<file path="config.mk">
export PLATFORM = sky130hd
export DESIGN_NAME = hdmi_tmds_encoder_flat
export DESIGN_NICKNAME = d
export VERILOG_FILES = /design/src/rtl/hdmi_tmds_encoder_pkg.sv /design/src/rtl/hdmi_tmds_encoder_if.sv /design/src/rtl/hdmi_tmds_encoder_lane_enc.sv /design/src/rtl/hdmi_tmds_encoder.sv /design/src/flat_wrapper.sv
export SDC_FILE = /design/constraint.sdc
export NUM_CORES = 1
export LEC_CHECK = 0
export CAP_MARGIN = 40
export CORE_MARGIN = 1
export CORE_UTILIZATION = 60
export CTS_CLUSTER_SIZE = 12
export DETAILED_ROUTE_END_ITERATION = 6
export GPL_ROUTABILITY_DRIVEN = 0
export HOLD_SLACK_MARGIN = 0.05
export PLACE_DENSITY_LB_ADDON = 0.1
export SLEW_MARGIN = 10
export SYNTH_ARGS = -nofsm -noshare
export SYNTH_HDL_FRONTEND = slang
export SYNTH_SLANG_ARGS = --single-unit
</file>
<file path="constraint.sdc">
create_clock -name i_clk -period 5.1 [get_ports i_clk]
set_clock_uncertainty 0.05 [all_clocks]
set_input_delay 1.02 -clock i_clk [delete_from_list [all_inputs] [get_ports i_clk]]
set_output_delay 1.02 -clock i_clk [all_outputs]
set_load 0.02 [all_outputs]
</file>
<file path="src/rtl/hdmi_tmds_encoder_pkg.sv">
`default_nettype none
// ============================================================================
// tmds_pkg : lane modes, fixed TMDS symbols and shared encode helpers
// Revision 1.0
// ============================================================================
package tmds_pkg;

   typedef enum logic [2:0] {
      MODE_CTRL   = 3'd0,
      MODE_VIDEO  = 3'd1,
      MODE_TERC4  = 3'd2,
      MODE_VGUARD = 3'd3,
      MODE_DGUARD = 3'd4
   } tmds_mode_e;

   localparam int         C_DISP_W      = 5;

   localparam logic [9:0] C_CTRL_00     = 10'b1101010100;
   localparam logic [9:0] C_CTRL_01     = 10'b0010101011;
   localparam logic [9:0] C_CTRL_10     = 10'b0101010100;
   localparam logic [9:0] C_CTRL_11     = 10'b1010101011;
   localparam logic [9:0] C_GUARD_EVEN  = 10'b1011001100;
   localparam logic [9:0] C_GUARD_ODD   = 10'b0100110011;

   function automatic tmds_mode_e norm_mode(input logic [2:0] m);
      tmds_mode_e r;
      case (m)
         3'd1:    r = MODE_VIDEO;
         3'd2:    r = MODE_TERC4;
         3'd3:    r = MODE_VGUARD;
         3'd4:    r = MODE_DGUARD;
         default: r = MODE_CTRL;
      endcase
      return r;
   endfunction

   function automatic logic [9:0] ctrl_sym(input logic [1:0] c);
      logic [9:0] r;
      case (c)
         2'b01:   r = C_CTRL_01;
         2'b10:   r = C_CTRL_10;
         2'b11:   r = C_CTRL_11;
         default: r = C_CTRL_00;
      endcase
      return r;
   endfunction

   function automatic logic [9:0] terc4(input logic [3:0] nib);
      logic [9:0] r;
      case (nib)
         4'h0:    r = 10'b1010011100;
         4'h1:    r = 10'b1001100011;
         4'h2:    r = 10'b1011100100;
         4'h3:    r = 10'b1011100010;
         4'h4:    r = 10'b0101110001;
         4'h5:    r = 10'b0100011110;
         4'h6:    r = 10'b0110001110;
         4'h7:    r = 10'b0100111100;
         4'h8:    r = 10'b1011001100;
         4'h9:    r = 10'b0100111001;
         4'hA:    r = 10'b0110011100;
         4'hB:    r = 10'b1011000110;
         4'hC:    r = 10'b1010001110;
         4'hD:    r = 10'b1001110001;
         4'hE:    r = 10'b0101100011;
         default: r = 10'b1011000011;
      endcase
      return r;
   endfunction

   function automatic logic [3:0] popcount8(input logic [7:0] v);
      logic [3:0] n;
      n = '0;
      for (int i = 0; i < 8; i++) begin
         n = n + {3'b000, v[i]};
      end
      return n;
   endfunction

endpackage : tmds_pkg
`default_nettype wire

</file>
<file path="src/rtl/hdmi_tmds_encoder_if.sv">
`default_nettype none
// ============================================================================
// hdmi_tmds_encoder_if : pixel/control input bundle and TMDS symbol output
// Revision 1.0
// ============================================================================
interface hdmi_tmds_encoder_if #(
   parameter int NUM_CH = 3
);
   logic                  i_ce;
   logic [2:0]            i_mode;
   logic [8*NUM_CH-1:0]   i_data;
   logic [2*NUM_CH-1:0]   i_ctrl;
   logic [4*NUM_CH-1:0]   i_aux;
   logic [10*NUM_CH-1:0]  o_symbols;
   logic                  o_valid;

   modport master (
      output i_ce, i_mode, i_data, i_ctrl, i_aux,
      input  o_symbols, o_valid
   );

   modport slave (
      input  i_ce, i_mode, i_data, i_ctrl, i_aux,
      output o_symbols, o_valid
   );
endinterface : hdmi_tmds_encoder_if
`default_nettype wire

</file>
<file path="src/rtl/hdmi_tmds_encoder_lane_enc.sv">
`default_nettype none
// ============================================================================
// tmds_lane_enc : one TMDS lane, transition minimisation (A) and DC balance (B)
// Revision 1.0
// ============================================================================
module tmds_lane_enc
   import tmds_pkg::*;
#(
   parameter int LANE_IDX    = 0,
   parameter int PIPE_STAGES = 2
) (
   input  logic       i_clk,
   input  logic       i_rst_n,
   input  logic       i_ce,
   input  tmds_mode_e i_mode_a,
   input  tmds_mode_e i_mode_b,
   input  logic [7:0] i_data,
   input  logic [1:0] i_ctrl,
   input  logic [3:0] i_aux,
   output logic [9:0] o_symbol
);

   logic [8:0]                 w_qm_a;
   logic [9:0]                 w_sym_a;
   logic [8:0]                 w_qm_b;
   logic [9:0]                 w_sym_b;
   logic [3:0]                 w_n1_d;
   logic                       w_use_xnor;
   logic [3:0]                 w_n1_q;
   logic signed [C_DISP_W-1:0] w_diff;
   logic signed [C_DISP_W-1:0] w_cnt_nx;
   logic [9:0]                 w_sym_nx;
   logic signed [C_DISP_W-1:0] r_cnt;
   logic [9:0]                 r_symbol;

   always_comb begin : p_stage_a
      logic [8:0] qm;
      qm         = '0;
      w_n1_d     = popcount8(i_data);
      w_use_xnor = (w_n1_d > 4'd4) || ((w_n1_d == 4'd4) && !i_data[0]);
      qm[0]      = i_data[0];
      for (int i = 1; i < 8; i++) begin
         qm[i] = w_use_xnor ? ~(qm[i-1] ^ i_data[i]) : (qm[i-1] ^ i_data[i]);
      end
      qm[8]  = ~w_use_xnor;
      w_qm_a = qm;
   end

   // Fixed symbols are resolved in stage A so stage B only chooses video vs. this.
   always_comb begin : p_fixed_sym
      w_sym_a = ctrl_sym(i_ctrl);
      case (i_mode_a)
         MODE_TERC4:  w_sym_a = terc4(i_aux);
         MODE_VGUARD: w_sym_a = ((LANE_IDX % 2) == 0) ? C_GUARD_EVEN : C_GUARD_ODD;
         MODE_DGUARD: w_sym_a = (LANE_IDX == 0) ? terc4({2'b11, i_ctrl}) : C_GUARD_ODD;
         default:     ;
      endcase
   end

   if (PIPE_STAGES == 2) begin : g_pipe2
      logic [8:0] r_qm_b;
      logic [9:0] r_sym_b;

      always_ff @(posedge i_clk or negedge i_rst_n) begin
         if (!i_rst_n) begin
            r_qm_b  <= '0;
            r_sym_b <= C_CTRL_00;
         end else if (i_ce) begin
            r_qm_b  <= w_qm_a;
            r_sym_b <= w_sym_a;
         end
      end

      assign w_qm_b  = r_qm_b;
      assign w_sym_b = r_sym_b;
   end else begin : g_pipe1
      assign w_qm_b  = w_qm_a;
      assign w_sym_b = w_sym_a;
   end

   // Disparity arithmetic wraps modulo 2^C_DISP_W; legal streams stay in range.
   always_comb begin : p_stage_b
      w_n1_q   = popcount8(w_qm_b[7:0]);
      w_diff   = $signed({w_n1_q, 1'b0}) - 5'sd8;
      w_sym_nx = w_sym_b;
      w_cnt_nx = '0;
      if (i_mode_b == MODE_VIDEO) begin
         if ((r_cnt == 5'sd0) || (w_n1_q == 4'd4)) begin
            w_sym_nx = {~w_qm_b[8], w_qm_b[8], w_qm_b[8] ? w_qm_b[7:0] : ~w_qm_b[7:0]};
            w_cnt_nx = w_qm_b[8] ? (r_cnt + w_diff) : (r_cnt - w_diff);
         end else if ((!r_cnt[C_DISP_W-1] && (w_n1_q > 4'd4)) ||
                      ( r_cnt[C_DISP_W-1] && (w_n1_q < 4'd4))) begin
            w_sym_nx = {1'b1, w_qm_b[8], ~w_qm_b[7:0]};
            w_cnt_nx = r_cnt + (w_qm_b[8] ? 5'sd2 : 5'sd0) - w_diff;
         end else begin
            w_sym_nx = {1'b0, w_qm_b[8], w_qm_b[7:0]};
            w_cnt_nx = r_cnt - (w_qm_b[8] ? 5'sd0 : 5'sd2) + w_diff;
         end
      end
   end

   always_ff @(posedge i_clk or negedge i_rst_n) begin
      if (!i_rst_n) begin
         r_symbol <= C_CTRL_00;
         r_cnt    <= '0;
      end else if (i_ce) begin
         r_symbol <= w_sym_nx;
         r_cnt    <= w_cnt_nx;
      end
   end

   assign o_symbol = r_symbol;

endmodule : tmds_lane_enc
`default_nettype wire

</file>
<file path="src/rtl/hdmi_tmds_encoder.sv">
`default_nettype none
// ============================================================================
// hdmi_tmds_encoder : NUM_CH-lane TMDS encoder with mode pipeline and valid flag
// Revision 1.0
// ============================================================================
module hdmi_tmds_encoder
   import tmds_pkg::*;
#(
   parameter int NUM_CH      = 3,
   parameter int PIPE_STAGES = 2
) (
   input  logic                i_clk,
   input  logic                i_rst_n,
   hdmi_tmds_encoder_if.slave  bus
);

   tmds_mode_e             w_mode_a;
   tmds_mode_e             w_mode_b;
   logic                   w_valid_b;
   logic                   r_valid;
   logic [10*NUM_CH-1:0]   w_symbols;

   assign w_mode_a = norm_mode(bus.i_mode);

   // Mode travels with its data so a mode switch lands on the exact symbol.
   if (PIPE_STAGES == 2) begin : g_mode_pipe2
      tmds_mode_e r_mode_b;
      logic       r_valid_a;

      always_ff @(posedge i_clk or negedge i_rst_n) begin
         if (!i_rst_n) begin
            r_mode_b  <= MODE_CTRL;
            r_valid_a <= 1'b0;
         end else if (bus.i_ce) begin
            r_mode_b  <= w_mode_a;
            r_valid_a <= 1'b1;
         end
      end

      assign w_mode_b  = r_mode_b;
      assign w_valid_b = r_valid_a;
   end else begin : g_mode_pipe1
      assign w_mode_b  = w_mode_a;
      assign w_valid_b = 1'b1;
   end

   always_ff @(posedge i_clk or negedge i_rst_n) begin
      if (!i_rst_n) begin
         r_valid <= 1'b0;
      end else if (bus.i_ce) begin
         r_valid <= w_valid_b;
      end
   end

   for (genvar k = 0; k < NUM_CH; k++) begin : g_lane
      tmds_lane_enc #(
         .LANE_IDX    (k),
         .PIPE_STAGES (PIPE_STAGES)
      ) u_lane (
         .i_clk    (i_clk),
         .i_rst_n  (i_rst_n),
         .i_ce     (bus.i_ce),
         .i_mode_a (w_mode_a),
         .i_mode_b (w_mode_b),
         .i_data   (bus.i_data[8*k +: 8]),
         .i_ctrl   (bus.i_ctrl[2*k +: 2]),
         .i_aux    (bus.i_aux[4*k +: 4]),
         .o_symbol (w_symbols[10*k +: 10])
      );
   end

   assign bus.o_symbols = w_symbols;
   assign bus.o_valid   = r_valid;

endmodule : hdmi_tmds_encoder
`default_nettype wire

</file>
<file path="src/flat_wrapper.sv">
// flat-port wrapper written by rule: the top's interface ports become plain ports
module hdmi_tmds_encoder_flat import tmds_pkg::*;
#(
   parameter int NUM_CH      = 3,
   parameter int PIPE_STAGES = 2
)
  (i_clk, i_rst_n, bus_i_ce, bus_i_mode, bus_i_data, bus_i_ctrl, bus_i_aux, bus_o_symbols, bus_o_valid);
  hdmi_tmds_encoder_if #(.NUM_CH(NUM_CH)) bus_i ();
  input  logic i_clk;
  input  logic i_rst_n;
  input wire logic [$bits(bus_i.i_ce)-1:0] bus_i_ce;
  input wire logic [$bits(bus_i.i_mode)-1:0] bus_i_mode;
  input wire logic [$bits(bus_i.i_data)-1:0] bus_i_data;
  input wire logic [$bits(bus_i.i_ctrl)-1:0] bus_i_ctrl;
  input wire logic [$bits(bus_i.i_aux)-1:0] bus_i_aux;
  output wire logic [$bits(bus_i.o_symbols)-1:0] bus_o_symbols;
  output wire logic [$bits(bus_i.o_valid)-1:0] bus_o_valid;
  assign bus_i.i_ce = bus_i_ce;
  assign bus_i.i_mode = bus_i_mode;
  assign bus_i.i_data = bus_i_data;
  assign bus_i.i_ctrl = bus_i_ctrl;
  assign bus_i.i_aux = bus_i_aux;
  assign bus_o_symbols = bus_i.o_symbols;
  assign bus_o_valid = bus_i.o_valid;
  hdmi_tmds_encoder #(.NUM_CH(NUM_CH), .PIPE_STAGES(PIPE_STAGES)) u_core (.i_clk(i_clk), .i_rst_n(i_rst_n), .bus(bus_i));
endmodule
</file>
==> results.py <==
metrics = {
    "floorplan": {
        "dieArea_um2": 15500,
        "boundaryPins": 79,
        "die_w_um": 125,
        "fp.dieH_um": 125,
        "rows": 44,
        "initial_utilization": 0.619,
        "core_um2": 14600,
    },
    "clock_tree": {
        "cts.repair.resized": 0,
        "clk_latency_ps": 350,
        "cts.sinks": 104,
        "clock_path_buffers": 2,
        "cts_tree": "done",
        "htreeDepth": 3,
        "cts_root_buffer": "clkbuf_16",
        "cts_buffers": 9,
        "clkTransAtPathRegs_ps": 70,
        "holdBufCountCts": 0,
        "post_cts_buffers": 0,
    },
    "final_layout": {
        "nFillCells": 1179,
        "diodes": 0,
        "area_delta_synth_final_pct": 13.7,
        "final_area_um2": 10300,
        "drive_gt1_frac": 0.0825,
        "fin_util": 0.704,
        "layout.nets": 1236,
    },
    "placed_design": {
        "post-place-ws_ps": 37.3,
        "portBuffers": 78,
        "placed_area_um2": 9990,
        "dpl.hpwl_mm": 14.6,
    },
    "grt": {
        "antenna_found_initial": 0,
        "grt_pass1_wl_mm": 32.6,
        "grt_busiest_layer": "met2",
        "grt_pass1_vias": 6688,
        "grtUsageMet2": 0.399,
        "grt_usage": 0.257,
        "grtUsageMet1": 0.380,
        "grt_use_met3": 0.0249,
        "grt_max_degree": 69,
        "grt_overflow_total": 0,
    },
    "setup_path": {
        "r2r_end": "u_core.g_lane[1].u_lane.r_cnt[4]$_DFFE_PN0P_",
        "cp.arrival_ps": 4960,
        "path_common_cell": "fa_1",
        "critPathLaunch": "u_core.g_lane[1].u_lane.g_pipe2.r_qm_b[0]$_DFFE_PN0P_",
        "cp_slowest_cell": "fa_1",
        "worst-r2r-cell-count": 18,
        "crit_chain": "fa_1 -> inv_1 -> fa_1 -> fa_1 -> inv_1 -> ha_1 -> inv_1 -> fa_1 -> ha_1 -> nor2_1 -> a21oi_1 -> ha_1 -> a21o_1 -> a21oi_1 -> xnor3_1 -> nor3_1 -> a221oi_1 -> nand3_1",
        "r2r_setup_slack_ps": 310,
        "required_ps": 5280,
        "cp_slowest_stage_delay_ps": 550,
        "start_kind": "register",
        "r2r-start": "u_core.g_lane[1].u_lane.g_pipe2.r_qm_b[0]$_DFFE_PN0P_",
        "path_max_fanout": 5,
        "path_class": "reg -> reg",
        "cp-end-kind": "register",
        "endpoint": "u_core.g_lane[1].u_lane.r_cnt[4]$_DFFE_PN0P_",
    },
    "routing": {
        "drtIter0Drc": 386,
        "drt_first_pass_iters": 5,
        "drcViolationCount": 0,
        "drt_wl_total_mm": 19.3,
        "post_drt_wl_per_cell_um": 15.5,
        "ant_nets": 0,
        "vias": 6906,
        "vias_per_cell": 5.57,
    },
    "logic_synthesis": {
        "synth_warnings": 0,
        "synth-seq-area-share": 0.292,
        "synth_seq_cells": 104,
        "synth_nets": 1175,
        "synth_cells": 989,
        "synth_ff_type": "dfrtp_1",
        "ys_types": 64,
        "synth_area_per_cell_um2": 9.13,
        "synth_area_um2": 9030,
        "synthArstFlopShare": 1.00,
        "synth_edf_count": 0,
    },
    "timing": {
        "fin_crit_sh": 0.939,
        "rsz0062_at_grt": "false",
        "max_freq_ghz": 0.209,
        "slew_headroom": 0.520,
        "setup_tns_ps": 0,
        "min_period_ps": 4790,
        "hold_viol": 0,
        "setup_ws_ps": 311,
        "drv_slew": 0,
        "worst_pin_slew_ps": 720,
        "setup_viol": 0,
    },
    "hold_path": {
        "hp-class": "reg -> reg",
    },
    "outcome": {
        "status": "finished, final reports clean",
    },
    "run": {
        "maxCapViolations": 0,
    },
}
[synth_stat cells, types with 3 or more instances]
master	number	share of area
a211oi_1	14	0.012
a21o_1	23	0.019
a21oi_1	90	0.050
a311oi_1	3	0.0029
a31oi_1	13	0.0090
and3_1	20	0.014
buf_1	3	0.0012
clkbuf_1	36	0.015
dfrtp_1	74	0.21
dfstp_2	30	0.087
fa_1	39	0.086
ha_1	99	0.14
inv_1	130	0.054
mux2_2	13	0.016
mux2i_1	16	0.018
nand2_1	40	0.017
nand2b_1	13	0.0090
nand3_1	6	0.0033
nor2_1	82	0.034
nor2b_1	3	0.0021
nor3_1	8	0.0044
nor3b_1	5	0.0042
nor4_1	3	0.0021
o211ai_1	8	0.0067
o21a_1	3	0.0025
o21ai_0	44	0.024
o21ai_1	7	0.0039
o22a_1	10	0.0097
o22ai_1	13	0.0090
o32a_1	4	0.0044
or2_2	3	0.0021
xnor2_1	59	0.057
xnor2_2	3	0.0054
xor2_1	31	0.030
[sequential cells by signal, summed over array words and instances, names as in the netlist]
register / flops
u_core.g_lane.u_lane.g_pipe2.r_sym_b: 30
u_core.g_lane.u_lane.o_symbol: 30
u_core.g_lane.u_lane.g_pipe2.r_qm_b: 27
u_core.g_lane.u_lane.r_cnt: 12
u_core.g_mode_pipe2.r_mode_b: 3
u_core.bus.o_valid: 1
u_core.g_mode_pipe2.r_valid_a: 1
[layer usage]
| layer | vias up | share of wire |
|---|---|---|
| met4 | 0 | 0.016 |
| met1 | 3303 | 0.51 |
| met2 | 128 | 0.45 |
| li1 | 3452 | - |
| met5 | - | 0 |
| met3 | 23 | 0.030 |
[placed cells by master (no fill, tap or decap), types with 5 or more instances in the layout]
master	instances
nor3_1	8
fa_1	39
nor2_1	82
a21oi_1	90
o22a_1	10
inv_1	130
nand2_1	40
nand2b_1	13
dfrtp_1	74
mux2_2	13
nand3_1	6
mux2i_1	16
o21ai_0	44
dfstp_2	30
o211ai_1	8
o21ai_1	7
nor3b_1	5
buf_4	17
a211oi_1	14
ha_1	99
a31oi_1	13
clkbuf_16	9
a21o_1	23
xor2_1	31
o22ai_1	13
xnor2_1	59
clkdlybuf4s50_1	76
and3_1	20
[logic make-up (layout without fill, tap and decap cells)]
kind of cell	count (synthesis)	in the layout	share of synthesized area
AND/OR/NAND/NOR	193	193	0.101
AO/OA/AOI/OAI	254	254	0.175
buffers and inverters	175	241	0.0751
multiplexers	30	30	0.0356
adder cells (fa/ha/maj)	138	138	0.224
XOR/XNOR	95	95	0.0977
flip-flops	104	104	0.292
[layout make-up]
| type | count | area (um^2) | share of cell area |
|---|---|---|---|
| clock buffer | 12 | 246 | 0.0240 |
| clock inverter | 4 | 31.3 | 0.00305 |
| inverter | 131 | 492 | 0.0479 |
| multi-input combinational | 710 | 5710 | 0.556 |
| sequential | 104 | 2640 | 0.257 |
| tap | 184 | 230 | 0.0224 |
| timing repair buffer | 94 | 916 | 0.0892 |
[worst max-delay path, delay by kind of cell, from the launching register on]
family	cells	cell delay, ps
simple gates	3	190
xor+xnor	1	160
compound gates	4	880
buf+inv	3	160
fa+ha+maj	7	2770
flops	1	440
[worst min path at each step]
stage	startpoint	to	slack, ps	cells after the start
after floorplan	u_core.g_mode_pipe2.r_valid_a$_DFFE_PN0P_	u_core.g_mode_pipe2.r_valid_a$_DFFE_PN0P_	380	1
after global placement	u_core.g_mode_pipe2.r_valid_a$_DFFE_PN0P_	u_core.g_mode_pipe2.r_valid_a$_DFFE_PN0P_	400	1
after detailed placement	u_core.g_mode_pipe2.r_valid_a$_DFFE_PN0P_	u_core.g_mode_pipe2.r_valid_a$_DFFE_PN0P_	400	1
after CTS	u_core.g_mode_pipe2.r_valid_a$_DFFE_PN0P_	u_core.g_mode_pipe2.r_valid_a$_DFFE_PN0P_	420	1
after global routing	u_core.g_mode_pipe2.r_valid_a$_DFFE_PN0P_	u_core.g_mode_pipe2.r_valid_a$_DFFE_PN0P_	450	1
final	u_core.g_mode_pipe2.r_valid_a$_DFFE_PN0P_	u_core.g_mode_pipe2.r_valid_a$_DFFE_PN0P_	420	1
[metrics by stage]
stage	std cells	hold WS (ps)
after floorplan	989	381
after global placement	1221	400
after detailed placement	1223	402
after CTS	1239	418
after global routing	1239	453
final	1239	416
Power is not shown: default switching activity piles up to over one toggle a cycle in this logic, so the estimate is an artifact.
